==> src/rtl/otter_lsu.sv <==
// Load/store initiator for the OTTER data port: one request at a time, splits
// misaligned RAM accesses into byte beats, reassembles load data, rejects illegal requests.
module otter_lsu #(
  parameter logic [31:0] IO_BASE  = 32'h00010000,
  parameter bit          SPLIT_EN = 1'b1
) (
  input  logic        CLK,
  input  logic        RST,
  input  logic        req_valid,
  output logic        req_ready,
  input  logic        req_we,
  input  logic [31:0] req_addr,
  input  logic [1:0]  req_size,
  input  logic        req_sign,
  input  logic [31:0] req_wdata,
  output logic        resp_valid,
  output logic [31:0] resp_rdata,
  output logic        resp_err,
  output logic        mem_rden2,
  output logic        mem_we2,
  output logic [31:0] mem_addr2,
  output logic [31:0] mem_din2,
  output logic [1:0]  mem_size,
  output logic        mem_sign,
  input  logic [31:0] mem_dout2
);

  typedef enum logic [1:0] {IDLE, ACCESS, RESP} state_t;

  state_t      state_reg, state_next;
  logic [31:0] addr_reg, wdata_reg, asm_reg, asm_next;
  logic [1:0]  size_reg, beat_reg, last_beat_reg;
  logic        we_reg, sign_reg, split_reg, err_reg;

  logic        accept, is_io, native, split_req, req_err;
  logic [31:0] last_addr;
  logic [7:0]  wdata_byte;

  assign accept = req_valid && (state_reg == IDLE);

  // Request classification, evaluated on the live request at accept time
  always_comb begin
    is_io = req_addr >= IO_BASE;
    case (req_size)
      2'd0:    native = 1'b1;
      2'd1:    native = req_addr[1:0] != 2'b11;
      2'd2:    native = req_addr[1:0] == 2'b00;
      default: native = 1'b0;
    endcase
    last_addr = req_addr + ((req_size == 2'd1) ? 32'd1 : 32'd3);
    split_req = !is_io && !native && (req_size != 2'd3);
    req_err   = (req_size == 2'd3)
             || (is_io && (((req_size == 2'd1) && req_addr[0])
                        || ((req_size == 2'd2) && (req_addr[1:0] != 2'b00))))
             || (split_req && (!SPLIT_EN || (last_addr >= IO_BASE)));
  end

  // Little-endian reassembly: split beat i lands in lane i, native beats fill all lanes
  for (genvar gi = 0; gi < 4; gi++) begin : g_lane
    assign asm_next[gi*8 +: 8] = !split_reg                ? mem_dout2[gi*8 +: 8] :
                                 (beat_reg == 2'(gi))      ? mem_dout2[7:0]       :
                                                             asm_reg[gi*8 +: 8];
  end

  assign wdata_byte = wdata_reg[{beat_reg, 3'b000} +: 8];

  always_ff @(posedge CLK) begin
    if (RST) state_reg <= IDLE;
    else     state_reg <= state_next;
  end

  always_ff @(posedge CLK) begin
    if (RST) begin
      addr_reg      <= '0;
      wdata_reg     <= '0;
      asm_reg       <= '0;
      size_reg      <= '0;
      beat_reg      <= '0;
      last_beat_reg <= '0;
      we_reg        <= 1'b0;
      sign_reg      <= 1'b0;
      split_reg     <= 1'b0;
      err_reg       <= 1'b0;
    end else if (accept) begin
      addr_reg      <= req_addr;
      wdata_reg     <= req_wdata;
      asm_reg       <= '0;
      size_reg      <= req_size;
      beat_reg      <= '0;
      last_beat_reg <= !split_req ? 2'd0 : ((req_size == 2'd1) ? 2'd1 : 2'd3);
      we_reg        <= req_we;
      sign_reg      <= req_sign;
      split_reg     <= split_req;
      err_reg       <= req_err;
    end else if (state_reg == ACCESS) begin
      asm_reg  <= asm_next;
      beat_reg <= beat_reg + 2'd1;
    end
  end

  always_comb begin
    state_next = state_reg;
    case (state_reg)
      IDLE:    if (accept) state_next = req_err ? RESP : ACCESS;
      ACCESS:  if (beat_reg == last_beat_reg) state_next = RESP;
      RESP:    state_next = IDLE;
      default: state_next = IDLE;
    endcase
  end

  always_comb begin
    req_ready  = (state_reg == IDLE);
    resp_valid = 1'b0;
    resp_err   = 1'b0;
    resp_rdata = '0;
    mem_rden2  = 1'b0;
    mem_we2    = 1'b0;
    mem_addr2  = '0;
    mem_din2   = '0;
    mem_size   = '0;
    mem_sign   = 1'b0;
    case (state_reg)
      ACCESS: begin
        mem_rden2 = !we_reg;
        mem_we2   = we_reg;
        mem_addr2 = addr_reg + 32'(beat_reg);
        if (split_reg) begin
          mem_size = 2'd0;
          mem_sign = 1'b1;
          mem_din2 = {24'b0, wdata_byte};
        end else begin
          mem_size = size_reg;
          mem_sign = sign_reg;
          mem_din2 = wdata_reg;
        end
      end
      RESP: begin
        resp_valid = 1'b1;
        resp_err   = err_reg;
        if (!we_reg && !err_reg) begin
          if (!split_reg || (size_reg == 2'd2)) resp_rdata = asm_reg;
          else if (sign_reg)                    resp_rdata = {16'b0, asm_reg[15:0]};
          else                                  resp_rdata = {{16{asm_reg[15]}}, asm_reg[15:0]};
        end
      end
      default: ;
    endcase
  end

endmodule

==> config.mk <==
export PLATFORM = sky130hd
export DESIGN_NAME = otter_lsu
export DESIGN_NICKNAME = d
export VERILOG_FILES = /design/src/rtl/otter_lsu.sv
export SDC_FILE = /design/constraint.sdc
export NUM_CORES = 1
export LEC_CHECK = 0
export ABC_CLOCK_PERIOD_IN_PS = 2880
export BUFFER_PORTS_ARGS = -buffer_cell sky130_fd_sc_hd__buf_2
export CAP_MARGIN = 30
export CORE_ASPECT_RATIO = 1.2
export CORE_MARGIN = 5
export CORE_UTILIZATION = 45
export CTS_CLUSTER_DIAMETER = 60
export DETAILED_ROUTE_END_ITERATION = 8
export GPL_TIMING_DRIVEN = 1
export PLACE_DENSITY_LB_ADDON = 0.25
export SLEW_MARGIN = 20
export SYNTH_ARGS = -nofsm -noshare
export SYNTH_HDL_FRONTEND = slang
export SYNTH_SLANG_ARGS = --single-unit
==> constraint.sdc <==
create_clock -name CLK -period 2.88 [get_ports CLK]
set_clock_uncertainty 0.15 [all_clocks]
set_input_delay 0.576 -clock CLK [delete_from_list [all_inputs] [get_ports CLK]]
set_output_delay 0.576 -clock CLK [all_outputs]
set_load 0.02 [all_outputs]
# Word level (Yosys, flattened, before mapping)
# Cells that the tools add are included.
# W data, S select, Z words.
[totals]
ff_bits = 108
latch_bits = 0
ram_bits = 0
romBits = 0
inputBits = 103
output_inout_bits = 104
mem_count = 0
[classes]
n_addsub = 3
multipliers = 0
n_div = 0
order_cmp = 2
eq_ne = 18
shifts = 1
mux = 31
n_bitwise = 0
reduce_logical = 28
[op_table]
columns = ["operator", "n"]
rows = [
  ["$mux W32", 7],
  ["$add A32 B2 Y32", 2],
  ["$ge A32 B17 Y1 const B", 2],
  ["$mux W8", 8],
  ["$shiftx A32 B6 Y8", 1],
  ["$mux W2", 8],
  ["$eq A2 B2 Y1 const B", 6],
  ["$ne A2 B1 Y1 const B", 6],
  ["$reduce_and A2 Y1", 5],
  ["$logic_and A1 B1 Y1", 8],
  ["$logic_not A2 Y1", 4],
  ["$eq A2 B1 Y1 const B", 3],
  ["$mux W1", 6],
  ["$logic_not A1 Y1", 5],
  ["$logic_or A1 B1 Y1", 4],
  ["$ne A2 B2 Y1 const B", 2],
  ["$pmux W2 S2", 1],
  ["$pmux W1 S3", 1],
  ["$add A2 B1 Y2 const B", 1],
  ["$eq A2 B2 Y1", 1],
  ["$reduce_bool A2 Y1", 1],
  ["$reduce_or A2 Y1", 1],
]

# Depth between registers and ports, before layout
[logic_depth]
ltp_word = 10
ltp_mapped = 9
ltp_nobuf = 9

# Worst setup path after synthesis
# No wires, ideal clock.
[synth_timing]
kind = "register to output"
from = "register beat_reg[0]"
to = "output port mem_addr2[30]"
t_arrival_ns = 2.603
t_required_ns = 2.154
path_slack_ns = -0.449
path_stages_with_launch = 10
path_buffers = 0
path_cell_list = "dfxtp_1 > ha_1 > fa_1 > nand4_1 > or4_1 > nand2b_1 > nor3_1 > nand2_1 > xor2_1 > nor2_1"
[synth_between]
elab_chain_len = 2
[synth_rtl]
columns = ["element", "line", "rtl"]
rows = [
  ["start: declaration", "32", "logic [1:0] size_reg, beat_reg, last_beat_reg;"],
  ["start signal: assignment", "97", "beat_reg <= beat_reg + 2'd1;"],
  ["$add A32 B2 Y32", "126", "mem_addr2 = addr_reg + 32'(beat_reg);"],
  ["$mux W32", "122", "case (state_reg)"],
  ["end: declaration", "21", "output logic [31:0] mem_addr2,"],
]
# No other way between the ends.

# Worst setup path in the final report
[layout_timing]
from = "register beat_reg[0]"
to = "output port mem_addr2[31]"
# The elaborated chain is that of the path after synthesis.

==> results.yml <==
run_status:
  status: "finished, violations left"
  violations: "setup timing"
place:
  dpl.hpwl_microns: 13700
  place.gp.congestion: 0.897
  pre_cts_ws_ps: -329
  place_inst: 1011
  port-buffer-count: 206
timing:
  fmax_mhz: 304
  worst_slew_pin_slew_ps: 604
  fin_crit_ps: 3290
  rsz0062_at_grt: "yes"
  maxSlewHeadroom: 0.596
  finalWorstSetupSlack_ps: -408
  period_share: 1.14
  final_hold_viol_count: 0
  setup_viol: 20
  drv_slew: 0
synth:
  synth_edf_count: 0
  ys_seq_elements: 107
  syn-cell-area_sq_mm: 0.00559
  syn-instance-count: 638
  syn_nets: 749
  ys_dominant_reg_cell: "dfxtp_1"
  synth_top_cell_by_area: "dfxtp_1"
  yosysWarnings: 0
  synthAdderAreaFrac: 0.0192
  synth_seq_area_share: 0.383
  synth-compound-area-share: 0.229
  synth_area_leaders: "dfxtp_1 38%, a22o_1 10%, mux2i_1 6.3%"
  avgSynthCellArea_sq_um: 8.77
  synth_top_family_by_area: "compound AO/OA/AOI/OAI gates"
  synth.area.mux_share: 0.0787
  synth.top_cell.area_share: 0.383
  synth-simple-area-share: 0.209
  synth_xor_xnor_area_share: 0.0470
  synth_cell_type_count: 48
  async_reset_ff_frac: 0
worst_setup_path:
  path_class: "register to output port"
  worst-path-stages: 10
  cp_slowest_cell: "or4b_4"
  timing.rr.start: "state_reg[0]$_SDFFE_PP0P_"
  cp_cell_sequence: "ha_4 -> buf_4 -> a21o_1 -> or4b_4 -> nor4_4 -> nor2b_4 -> nand3_2 -> xor2_2 -> nor2_2 -> buf_6"
  cp.buffers_inverters: 2
  crit_fanout: 3
  worst-r2r-cell-count: 5
  crit_family: "simple AND/OR/NAND/NOR gates"
  cp-startpoint: "beat_reg[0]$_SDFFE_PP0P_"
  cp.required_ps: 2150
  cp-end-kind: "output port"
  start_kind: "register"
  crit_arrival_ps: 2560
  crit_path_max_incr_delay_ps: 520
job:
  cap_violations: 0
clocking:
  hold_buffers: 0
  cts_tree: "built"
  clk_pin_slew_ps: 70
  cts_inserted_buffers: 9
  clkSinkCount: 107
  root_buffer: "clkbuf_16"
  clk-insertion-delay-late_ps: 340
  clock_path_buffers: 2
  htree_num_levels: 3
floorplan:
  die-area_sq_mm: 0.0148
  initial_core_util: 0.460
  die_x_microns: 112
  core_sq_mm: 0.0122
  die-height_microns: 132
  placement_rows: 44
  ios: 207
pwr:
  vdd_ir_drop_max_mv: 0.260
  p_int_mw: 2.56
  combPwrFrac: 0.153
  power_density_mw_per_mm2: 448
  pwr-share-seq: 0.476
  p_leak_nw: 3.41
  p_switching_uw: 905
  clockPowerShare: 0.371
  p_sw_frac: 0.261
global_route:
  grt_use_total: 0.235
  grt_pass1_wl_microns: 28900
  grt_pass1_vias: 5702
  grt_max_degree: 39
  grt_overflow: 0
  antenna_found_initial: 1
routing:
  remaining_drc_errors: 0
  routed_wire_length_per_instance_microns: 17.5
  drt-initial-drc-count: 341
  antenna_left: 0
  first_pass_iters: 5
  avgViaCountPerCell: 5.54
  routed-via-count: 5720
  routed_wirelength_microns: 18100
finish:
  fillers: 1070
  nNetsFinal: 979
  final_cell_count_no_fill: 1032
  area_growth_pct: 38.3
  drive_above_1_share: 0.377
  antenna_cells: 0
hold_path:
  whs_path_depth: 2
  hold_start: "req_sign"
  hp-class: "input pin to register"
-- kinds of logic after synthesis --
group | count (synthesis)
simple gates | 226
compound gates | 173
flops | 107
buf+inv | 51
mux | 43
xor+xnor | 30
fa+ha+maj | 8
-- placed cells by master, fill, tap and decap left out, types with 6 or more instances in the layout --
| cell type | synthesis | final |
|---|---|---|
| nor2_2 | 0 | 6 |
| nand2_1 | 29 | 29 |
| xnor2_1 | 12 | 9 |
| dfxtp_1 | 107 | 102 |
| inv_1 | 12 | 12 |
| nand3_1 | 14 | 12 |
| buf_4 | 0 | 59 |
| a211oi_1 | 24 | 24 |
| xor2_1 | 18 | 17 |
| and2_1 | 45 | 45 |
| buf_2 | 0 | 184 |
| o22ai_1 | 9 | 9 |
| mux2i_1 | 35 | 35 |
| clkbuf_16 | 0 | 9 |
| buf_6 | 0 | 12 |
| nand4_1 | 14 | 14 |
| nor3_1 | 8 | 6 |
| o21ai_0 | 25 | 24 |
| nor2_1 | 77 | 66 |
| o21a_1 | 18 | 18 |
| mux2_2 | 8 | 8 |
| a22o_1 | 64 | 64 |
| a21oi_1 | 20 | 18 |
-- cell usage after synthesis (9+ instances only) --
library cell    n
dfxtp_1       107
nor2_1         77
a22o_1         64
and2_1         45
mux2i_1        35
clkbuf_1       33
nand2_1        29
o21ai_0        25
a211oi_1       24
a21oi_1        20
o21a_1         18
xor2_1         18
nand3_1        14
nand4_1        14
inv_1          12
xnor2_1        12
o22ai_1         9
-- power groups by stage --
| stage | sequential (mW) | clock, mW | combinational, mW |
|---|---|---|---|
| final | 1.65 | 1.29 | 0.528 |
| after global placement | 1.67 | 0 | 0.504 |
| after global routing | 1.66 | 1.38 | 0.578 |
| after floorplan | 1.66 | 0 | 0.293 |
| after detailed placement | 1.68 | 0 | 0.517 |
| after CTS | 1.65 | 1.32 | 0.525 |
-- final cells by class --
cell class / count / area, sq um / area share
multi-input cells: 480 / 3490 / 0.451
flip-flops and latches: 107 / 2150 / 0.278
repair buffers: 257 / 1540 / 0.199
clock buffers: 9 / 225 / 0.0291
well taps: 161 / 201 / 0.0260
clock inverters: 5 / 78.8 / 0.0102
inverters: 13 / 48.8 / 0.00631
-- final timing paths --
path                            slack [ps]                   endpoint
worst max-delay path                  -410              mem_addr2[31]
worst min-delay path                   290      sign_reg$_SDFFE_PP0P_
worst max register to register         830  addr_reg[22]$_SDFFE_PP0P_
worst min register to register         330  wdata_reg[2]$_SDFFE_PP0P_
-- metrics by stage --
stage	util	power [mW]	setup TNS, ps	cell area (sq um)	hold slack, ps
3_5_place_dp	0.588	2.20	-1770	7150	315
2_1_floorplan	-	1.95	-382	5680	294
5_1_grt	0.636	3.62	-8810	7740	279
6_report	0.636	3.46	-6670	7740	291
4_1_cts	0.629	3.49	-6310	7660	279
3_3_place_gp	0.587	2.18	-1000	7140	311
-- layer usage --
| metal | track usage | part of all wire | vias to the layer above |
|---|---|---|---|
| met1 | 0.285 | 0.42 | 2723 |
| met4 | 0.0872 | 0.025 | 2 |
| met5 | 0 | 0.00072 | - |
| met2 | 0.403 | 0.50 | 182 |
| li1 | - | - | 2783 |
| met3 | 0.0546 | 0.059 | 30 |
-- timing repair --
action | in CTS | in global routing
setup buffers | 7 | 3
resized for setup | 45 | 17
endpoints found under the setup margin | 21 | 39
pin swaps | 8 | 11
Power figures use the tool's default switching activity.
